==> src/rtl/dp_mem_responder.sv <==
// Datapath-side memory responder: arbitrates fetch and data requests
// onto one RAM port and returns registered loads with one-cycle hits.
module dp_mem_responder #(
   parameter int WORD_W      = 32,
   parameter int RAM_TIMEOUT = 64,
   parameter int CNT_W       = 7
) (
   input  logic              CLK,
   input  logic              nRST,
   input  logic              imemREN,
   input  logic [WORD_W-1:0] imemaddr,
   input  logic              dmemREN,
   input  logic              dmemWEN,
   input  logic [WORD_W-1:0] dmemaddr,
   input  logic [WORD_W-1:0] dmemstore,
   output logic              ihit,
   output logic [WORD_W-1:0] imemload,
   output logic              dhit,
   output logic [WORD_W-1:0] dmemload,
   output logic              ramREN,
   output logic              ramWEN,
   output logic [WORD_W-1:0] ramaddr,
   output logic [WORD_W-1:0] ramstore,
   input  logic [WORD_W-1:0] ramload,
   input  logic [1:0]        ramstate,
   output logic              mem_err
);

   typedef enum logic [2:0] {
      IDLE,
      DACC,
      IACC,
      DONE,
      ERR
   } state_t;

   localparam logic [1:0] RS_ACCESS = 2'd2;
   localparam logic [1:0] RS_ERROR  = 2'd3;
   localparam logic [CNT_W-1:0] CNT_LAST = CNT_W'(RAM_TIMEOUT - 1);

   state_t           state;
   state_t           next_state;
   logic [CNT_W-1:0] cnt;
   logic             is_wr;
   logic             src_d;
   logic             dreq;
   logic             req_live;
   logic             unused_bits;

   assign dreq        = dmemREN | dmemWEN;
   assign unused_bits = ^{imemaddr[1:0], dmemaddr[1:0]};

   // The request that started the access must stay up, or it is abandoned.
   always_comb begin
      req_live = 1'b0;
      case (state)
         DACC:    req_live = is_wr ? dmemWEN : dmemREN;
         IACC:    req_live = imemREN;
         default: req_live = 1'b0;
      endcase
   end

   always_ff @(posedge CLK or negedge nRST) begin
      if (!nRST) begin
         state <= IDLE;
      end else begin
         state <= next_state;
      end
   end

   always_comb begin
      next_state = state;
      case (state)
         IDLE: begin
            if (dreq) begin
               next_state = DACC;
            end else if (imemREN) begin
               next_state = IACC;
            end
         end
         DACC, IACC: begin
            if (!req_live) begin
               next_state = IDLE;
            end else if (ramstate == RS_ACCESS) begin
               next_state = DONE;
            end else if (ramstate == RS_ERROR || cnt == CNT_LAST) begin
               next_state = ERR;
            end
         end
         DONE:    next_state = IDLE;
         ERR:     next_state = ERR;
         default: next_state = IDLE;
      endcase
   end

   always_comb begin
      ramREN  = (state == DACC && !is_wr) || state == IACC;
      ramWEN  = state == DACC && is_wr;
      dhit    = state == DONE && src_d;
      ihit    = state == DONE && !src_d;
      mem_err = state == ERR;
   end

   always_ff @(posedge CLK or negedge nRST) begin
      if (!nRST) begin
         cnt      <= '0;
         is_wr    <= 1'b0;
         src_d    <= 1'b0;
         ramaddr  <= '0;
         ramstore <= '0;
         imemload <= '0;
         dmemload <= '0;
      end else begin
         case (state)
            IDLE: begin
               cnt <= '0;
               if (dreq) begin
                  src_d    <= 1'b1;
                  is_wr    <= dmemWEN;
                  ramaddr  <= {dmemaddr[WORD_W-1:2], 2'b00};
                  ramstore <= dmemstore;
               end else if (imemREN) begin
                  src_d    <= 1'b0;
                  is_wr    <= 1'b0;
                  ramaddr  <= {imemaddr[WORD_W-1:2], 2'b00};
                  ramstore <= dmemstore;
               end
            end
            DACC, IACC: begin
               cnt <= cnt + 1'b1;
               if (next_state == DONE) begin
                  if (state == IACC) begin
                     imemload <= ramload;
                  end else if (!is_wr) begin
                     dmemload <= ramload;
                  end
               end
            end
            default: cnt <= '0;
         endcase
      end
   end

endmodule

==> config.mk <==
export PLATFORM = sky130hd
export DESIGN_NAME = dp_mem_responder
export DESIGN_NICKNAME = d
export VERILOG_FILES = /design/src/rtl/dp_mem_responder.sv
export SDC_FILE = /design/constraint.sdc
export NUM_CORES = 1
export LEC_CHECK = 0
export CORE_AREA = 2 2 117 119
export CTS_BUF_LIST = sky130_fd_sc_hd__clkbuf_16
export CTS_CLUSTER_DIAMETER = 200
export DETAILED_ROUTE_END_ITERATION = 10
export DIE_AREA = 0 0 119 121
export GPL_TIMING_DRIVEN = 0
export PLACE_DENSITY = 0.84
export SLEW_MARGIN = 20
export SYNTH_ARGS = -nofsm -noshare
export SYNTH_HDL_FRONTEND = slang
export SYNTH_SLANG_ARGS = --single-unit
==> constraint.sdc <==
create_clock -name CLK -period 3.5 [get_ports CLK]
set_input_delay 0.35 -clock CLK [delete_from_list [all_inputs] [get_ports CLK]]
set_output_delay 0.35 -clock CLK [all_outputs]
set_load 0.01 [all_outputs]
* Word-level counts from Yosys, hierarchy flattened
Cells that the tools add are included. Widths: inputs -> output; s select.
Word-level totals: word-level logic and storage cells 50, bits of input ports 135, register bits after elaboration 140, output and inout bits 133
Operators by class: multiplexer cells 16, reductions and logical operators 14, eq/ne operators 8, bitwise logic cells 3, add/subtract/negate cells 1
Operator list (number):
- $mux 32 | 4
- $mux 3 | 5
- $eq 3x2->1 const B | 3
- $pmux 3 s3 | 1
- $add 7x1->7 const B | 1
- $eq 7x6->1 const B | 1
- $mux 7 | 1
- $eq 2x2->1 const B | 2
- $logic_and 1x1->1 | 4
- $mux 1 | 4
- $reduce_and 4->1 | 1
- $eq 3x1->1 const B | 1
- $eq 3x3->1 const B | 1
- $logic_not 3->1 | 1
- $reduce_and 3->1 | 1
- $logic_not 1->1 | 2
- $logic_or 1x1->1 | 2
- $not 1->1 | 2
- $pmux 1 s2 | 1
- $reduce_and 2->1 | 1
- $reduce_bool 2->1 | 1
- $reduce_or 2->1 | 1
- $or 1x1->1 | 1

* Longest topological paths before layout
Gate-level depths: netlist of the first run.
depth after elaboration 8, gate-level depth with buffers 7, mapped depth without buffers 6

* Worst setup path before layout of the first run
No wires, ideal clock.
kind register -> register, from register state[0], to register dmemload[0], required time 3.375 ns, arrival 1.943 ns, slack 1.432 ns, stages on the path, launching flop included 6, cells stage by stage dfrtp_1 -> nor3_1 -> nand3_2 -> a2111oi_4 -> buf_6 -> mux2_4
On the way: word-level cells in the longest chain between the ends 6, elaborated cells on any way between the ends 15, classes of those cells eq/ne (4); mux (7); bitwise (1); reduce/logical (3)
RTL lines:
- from (decl) | line 41 | state_t state;
- from (signal assigned) | line 67 | state <= next_state;
- $eq 3x2->1 (tied with other cells)
- $pmux 1 s2 or $mux 3 (tied branches) | line 56, 84
- $mux 3 | line 82 | if (!req_live) begin
- $pmux 3 s3 | line 73 | case (state)
- $eq 3x2->1 | line 131 | if (next_state == DONE) begin
- $reduce_and 4->1 (no line) *
- to (signal assigned) | line 135 | dmemload <= ramload;
- to (decl) | line 19 | output logic [WORD_W-1:0] dmemload,
Mark *: on every way between the ends. The rest lies on a longest branch, timed or not. A chain may end at the register's enable or synchronous reset.

* Worst setup path after layout of the first run
from register state[1], to output port ramWEN
On the way: word-level cells in the longest chain between the ends 2
RTL lines:
- $eq 3x1->1 | line 98 | ramWEN = state == DACC && is_wr;
- $logic_and 1x1->1 | line 98
- to (decl) | line 21 | output logic ramWEN,
No other way between the ends.

==> impl_metrics.toml, run 1 <==
[cts]
clock_path_buffers = 2
htreeDepth = 4
clkSinkCount = 138
clkLatencyLatePin_ps = 410
cts-buffers-inserted = 17
clockRootBuffer = "clkbuf_16"
tritoncts = "yes"
clkTransAtPathRegs_ps = 50

[floorplanning]
die-height_um = 121
start_util_pct = 43.5
io_pins = 268
dieArea_um2 = 14400
core_um2 = 13100
rows = 42
fp.dieW_um = 119

[pwr]
p_leak_nw = 3.88
p_per_area_nw_per_um2 = 871
ir_worst_vdd_mv = 0.446
finalPower_mw = 7.93

[detailed_routing]
num_vias = 4320
top_layer = "met4"
dr.pass1.iters = 4
route.met2.wl_um = 8020
drtAntennaViolNets = 0
drc = 0
drt_first_iter_violations = 175
wl_met3_um = 1250
vias_per_cell = 4.94
wl_met1_um = 5750
wirelength_um = 15400
wl_per_cell_um = 17.6

[sta]
drv_slew = 0
worstMarginPinSlew_ps = 749
finalWorstPathRequiredPeriod_ps = 2470
fmax_mhz = 405
hold_violations = 0
rsz0062_at_grt = "no"
fin_worst_skew_ps = 5.48
max_slew_margin_pct = 50.1
hold_ws_ps = 444
setup_violations = 0
fin_crit_sh_pct = 70.5

[place]
place_area_um2 = 8560
hpwl_um = 11600
gp_congestion = 0.771
io_buffers = 261
dp.cells = 842

[grt]
grt_pass1_vias = 4737
grt_first_pass_wirelength_um = 24900
track_usage_pct = 22.4
grt_max_degree = 88
antenna_found_initial = 0
gr-total-overflow = 0

[critical_path]
setup.worst_path.start_class = "flip-flop"
slowest_delay_ps = 580
crit_type = "flip-flop to output port"
crit_slowest_cell = "clkdlybuf4s50_1"
cp-end-kind = "output port"
arrival_ps = 2120
cp_max_fo = 7
critPathRequiredTime_ps = 3150
crit_chain = "nand2b_1 > or2_2 > nor2_1 > clkdlybuf4s50_1"

[cells_and_area]
final_cell_area_um2 = 9110
drive_above_1_share_pct = 20.1
fillCellCount = 877
stdcell_count = 874
final_nets = 822
fin_util_pct = 69.6
syn_to_final_growth_pct = 60.1
num_antenna_cells = 0

[synthesis]
synth_common_cells = "dfrtp_1 (138), mux2_2 (66), nor2_1 (43)"
async_flop_share_pct = 100
synth_edf_count = 0
synth_compound_area_share_pct = 4.35
yosysTopAreaCell = "dfrtp_1"
yosys.area_share.simple_pct = 5.34
synthMuxAreaShare_pct = 26.4
ys_ff_latch = 138
yosysTopAreaCellShare_pct = 60.7
dominantRegCellSynth = "dfrtp_1"
postSynthCellCount = 403
synth_top_family_by_area = "multiplexers"
synth_cell_types = 36
synth.area.top_cells = "dfrtp_1 (61%), mux2_2 (13%), mux2_4 (7.9%)"
synth_warnings = 0
synth.most_common_cell = "dfrtp_1"
yosysSeqAreaShare_pct = 60.7
synthAdderAreaFrac_pct = 0.220
mappedNetlistArea_um2 = 5690
synthXorXnorAreaFrac_pct = 0.770
syn_area_per_cell_um2 = 14.1

[run]
maxCapViolations = 0

[worst_hold_path]
hp-class = "input port to asynchronous set/reset pin"

[status]
status = "completed"
[stage by stage]
step           TNS (ps)  setup slack [ps]
2_1_floorplan         0              1430
3_3_place_gp    -436320             -3180
3_5_place_dp          0               796
4_1_cts               0              1020
5_1_grt               0               847
6_report              0              1030
[cells by family (layout without fill, tap and decap cells)]
logic type,Yosys count,in the layout
flops,138,138
compound gates,41,41
buf+inv,23,317
mux,127,127
fa+ha+maj,1,1
other cells,1,2
simple gates,67,67
xor+xnor,5,5
[flip-flops by register name, indices dropped and copies added (netlist names)]
name,flops
cnt,7
is_wr,1
dmemload,32
ramstore,32
imemload,32
state,3
ramaddr,30
src_d,1
[routing by layer]
layer  up-vias  global-route usage, %
li1       1968                      -
met1      2143                   23.8
met2       177                   39.5
met3        32                   8.74
met4         0                   9.75
met5         -                      0
[critical path, delay by kind of cell, from the launching register on]
kind                   cells  cell delay [ps]
flip-flops                 1              430
AND/OR/NAND/NOR            3              700
buffers and inverters      1              580
[power by group]
group / internal (mW) / switching, mW / total, mW
combinational: 2.09 / 1.44 / 3.53
sequential: 2.32 / 0.427 / 2.75
clock: 1.02 / 0.637 / 1.66
total: 5.44 / 2.50 / 7.93
[area by class of cell]
cell class	instances	area, um^2	share of cell area, %
buffer	21	113	1.24
inverter	2	7.51	0.0824
clock inverter	14	116	1.28
sequential	138	3450	37.9
clock buffer	17	425	4.67
multi-input combinational	243	2120	23.3
timing repair buffer	263	2660	29.1
tap	176	220	2.42
[worst paths after layout]
check,slack (ps),cells past startpoint,end,from
worst max register to register,1040,5,dmemload[27],state[0]
worst max-delay path,1030,4,ramWEN,state[1]
min in group CLK,460,1,cnt[0],cnt[0]
worst min-delay path,440,2,ramstore[6],nRST
max in group asynchronous,2280,3,imemload[31],nRST
worst min register to register,460,1,cnt[0],cnt[0]
[layout by cell type, fill, tap and decap left out, drive strengths merged]
cell type	netlist	final
clkdlybuf4s50	0	260
dfrtp	138	138
mux2	96	96
nor2	43	43
mux2i	31	31
a21oi	30	30
clkbuf	9	26
buf	12	14
nand2	9	9
clkinv	0	8
inv	2	5
o21ai	5	5
xnor2	3	3
and3	3	3
nand3	3	3
a21o	2	2
xor2	2	2
conb	1	2
bufinv	0	2
nand2b	1	1
or2b	1	1
nor3b	1	1
nand4bb	1	1
o31ai	1	1
nand4	1	1
nand3b	1	1
nor3	1	1
o21a	1	1
or2	1	1
nor2b	1	1
a2111oi	1	1
o31a	1	1
ha	1	1
clkinvlp	0	1
dlygate4sd3	0	1
[repair_timing]
action,CTS,global route
hold buffers,1,0
resized for setup,0,0
endpoints found under the hold margin,51,0
buffers inserted,0,0
(Power assumes the default switching activity.)
==> run 2, diff against run 1 <==
Settings changed: CORE_AREA 2 2 117 119 to 2 2 121 123, DIE_AREA 0 0 119 121 to 0 0 123 125, PLACE_DENSITY 0.84 to 0.79.
Clock period 3.5 ns to 2.5 ns, I/O delays scaled along.
==> run 2 against run 1 <==
Compared with the run above: core utilization is 5.3 points lower; via count shrank 0.28%; clock power rose by 39%; largest cell class unchanged; combinational power is 40% higher; non-clock buffer count is 2 higher.
==> impl_metrics.toml, run 2 (synthesis results as in run 1) <==
[cells_and_area]
fillCellCount = 1097
num_antenna_cells = 0
layout.cells.most_common = "clkdlybuf4s50_1"
syn_to_final_growth_pct = 60.6
multiInputGateArea_um2 = 2120
drive_above_1_share_pct = 20.1
layout_common_cells = "clkdlybuf4s50_1 (260), dfrtp_1 (138), mux2_2 (66)"
fin_util_pct = 64.3
reg_top3 = "dmemload (32), imemload (32), ramstore (32)"
final_nets = 824
seq_area_um2 = 3450

[sta]
max_slew_margin_pct = 50.6
drv_slew = 0
fin_crit_sh_pct = 94.6
finalSetupTns_ps = 0
setup_violations = 0
fin_worst_skew_ps = 8.26
finalWorstPathRequiredPeriod_ps = 2360
fmax_mhz = 423
hold_ws_ps = 391
hold_violations = 0
rsz0062_at_grt = "no"
worstMarginPinSlew_ps = 741

[cts]
cts-buffers-inserted = 17
clkTransAtPathRegs_ps = 60
clockRootBuffer = "clkbuf_16"
clkSinkCount = 138
clkLatencyLatePin_ps = 410
tritoncts = "yes"
htreeDepth = 4
clock_path_buffers = 2

[grt]
antenna_found_initial = 0
gr-total-overflow = 0
grt_pass1_vias = 4768
grt_max_degree = 71
grt_first_pass_wirelength_um = 24800
track_usage_pct = 21.0

[critical_path]
r2r_setup_slack_ps = 150
rr_worst_depth = 7
worstReg2RegStart = "state[1]"
crit_type = "flip-flop to output port"
crit_family = "simple AND/OR/NAND/NOR gates"
timing.rr.end = "dmemload[23]"
crit_chain = "nand2b_1 > or2_2 > nor2_1 > clkdlybuf4s50_1"
cp.buffers_inverters = 1
setup.worst_path.start_class = "flip-flop"
crit_start = "state[1]"
arrival_ps = 2110
critPathCapture = "ramWEN"
cp-end-kind = "output port"
cp_max_fo = 7
cp.depth = 4
crit_slowest_cell = "clkdlybuf4s50_1"
slowest_delay_ps = 570
critPathRequiredTime_ps = 2250

[floorplanning]
start_util_pct = 40.1
fp.dieW_um = 123
core_um2 = 14200
io_pins = 268
rows = 44
dieArea_um2 = 15400
die-height_um = 125

[run]
maxCapViolations = 0

[pwr]
p_comb_share_pct = 44.6
finalPower_mw = 11.1
p_per_area_nw_per_um2 = 1210
clock_power_share_pct = 20.8
p_leak_nw = 3.88
sequentialPowerShare_pct = 34.6
p_switching_mw = 3.48
p_sw_share_pct = 31.4
internal_power_mw = 7.61
ir_worst_vdd_mv = 0.577

[detailed_routing]
vias_per_cell = 4.87
drtAntennaViolNets = 0
wl_per_cell_um = 17.4
drc = 0
drt_first_iter_violations = 143
dr.pass1.iters = 4
wirelength_um = 15400
num_vias = 4308

[worst_hold_path]
hp-class = "input port to asynchronous set/reset pin"

[place]
io_buffers = 261
hpwl_um = 11600
gp_congestion = 0.814

[status]
status = "completed"
## run 2: cell types whose count changed in the layout (fill, tap and decap cells not counted), sizes merged
| cell | change |
|---|---|
| inv | -2 |
| clkinv | +2 |
| buf | +2 |
## run 2: final cells by class
type / count / area share, %
flip-flops and latches: 138 / 37.8
repair buffers: 265 / 29.2
multi-input cells: 243 / 23.3
clock buffers: 17 / 4.66
well taps: 184 / 2.52
clock inverters: 14 / 1.25
plain buffers: 21 / 1.23
inverters: 2 / 0.0822
## run 2: worst min-delay path by stage
stage          depth (start not counted)           end   start
2_1_floorplan                          0        cnt[0]    nRST
3_3_place_gp                           1        cnt[0]  cnt[0]
3_5_place_dp                           1   dmemload[0]    nRST
4_1_cts                                2   dmemload[0]    nRST
5_1_grt                                2  ramstore[10]    nRST
6_report                               2   ramstore[7]    nRST
## run 2: metal layers
metal / vias up / part of all wire [%] / GRT usage [%]
met4: 0 / 1.5 / 6.62
met5: - / 0 / 0
met1: 2129 / 38 / 23.9
li1: 1985 / - / -
met3: 20 / 8.2 / 7.62
met2: 174 / 53 / 36.3
## run 2: worst reg2reg max path, cell delays in order, from the launching register on
cell	delay, ps
dfrtp_1	450
nand2b_1	240
o31ai_2	360
nand3b_2	160
a2111oi_4	280
buf_4	220
buf_6	200
mux2_4	320
## run 2: power by group through the flow
stage | clock, mW | combinational (mW) | sequential, mW
6_report | 2.31 | 4.94 | 3.84
5_1_grt | 2.47 | 5.29 | 3.98
4_1_cts | 2.35 | 5.00 | 3.85
3_5_place_dp | 0 | 4.97 | 3.86
3_3_place_gp | 0 | 4.85 | 3.80
2_1_floorplan | 0 | 1.78 | 4.24
## run 2: per-stage QoR
step	instance area (um^2)	worst slack (ps)	instances
final	9140	136	884
after global routing	9140	35.2	884
after CTS	9120	37.5	882
after detailed placement	8570	-116	850
after global placement	8540	-4100	849
after floorplan	5690	432	404
## run 2: timing repair
item / in CTS / in global routing
hold endpoints to repair: 69 / 0
hold buffers: 1 / 0
endpoints found under the setup margin: 0 / 60
setup buffers: 0 / 2
resized for setup: 0 / 1
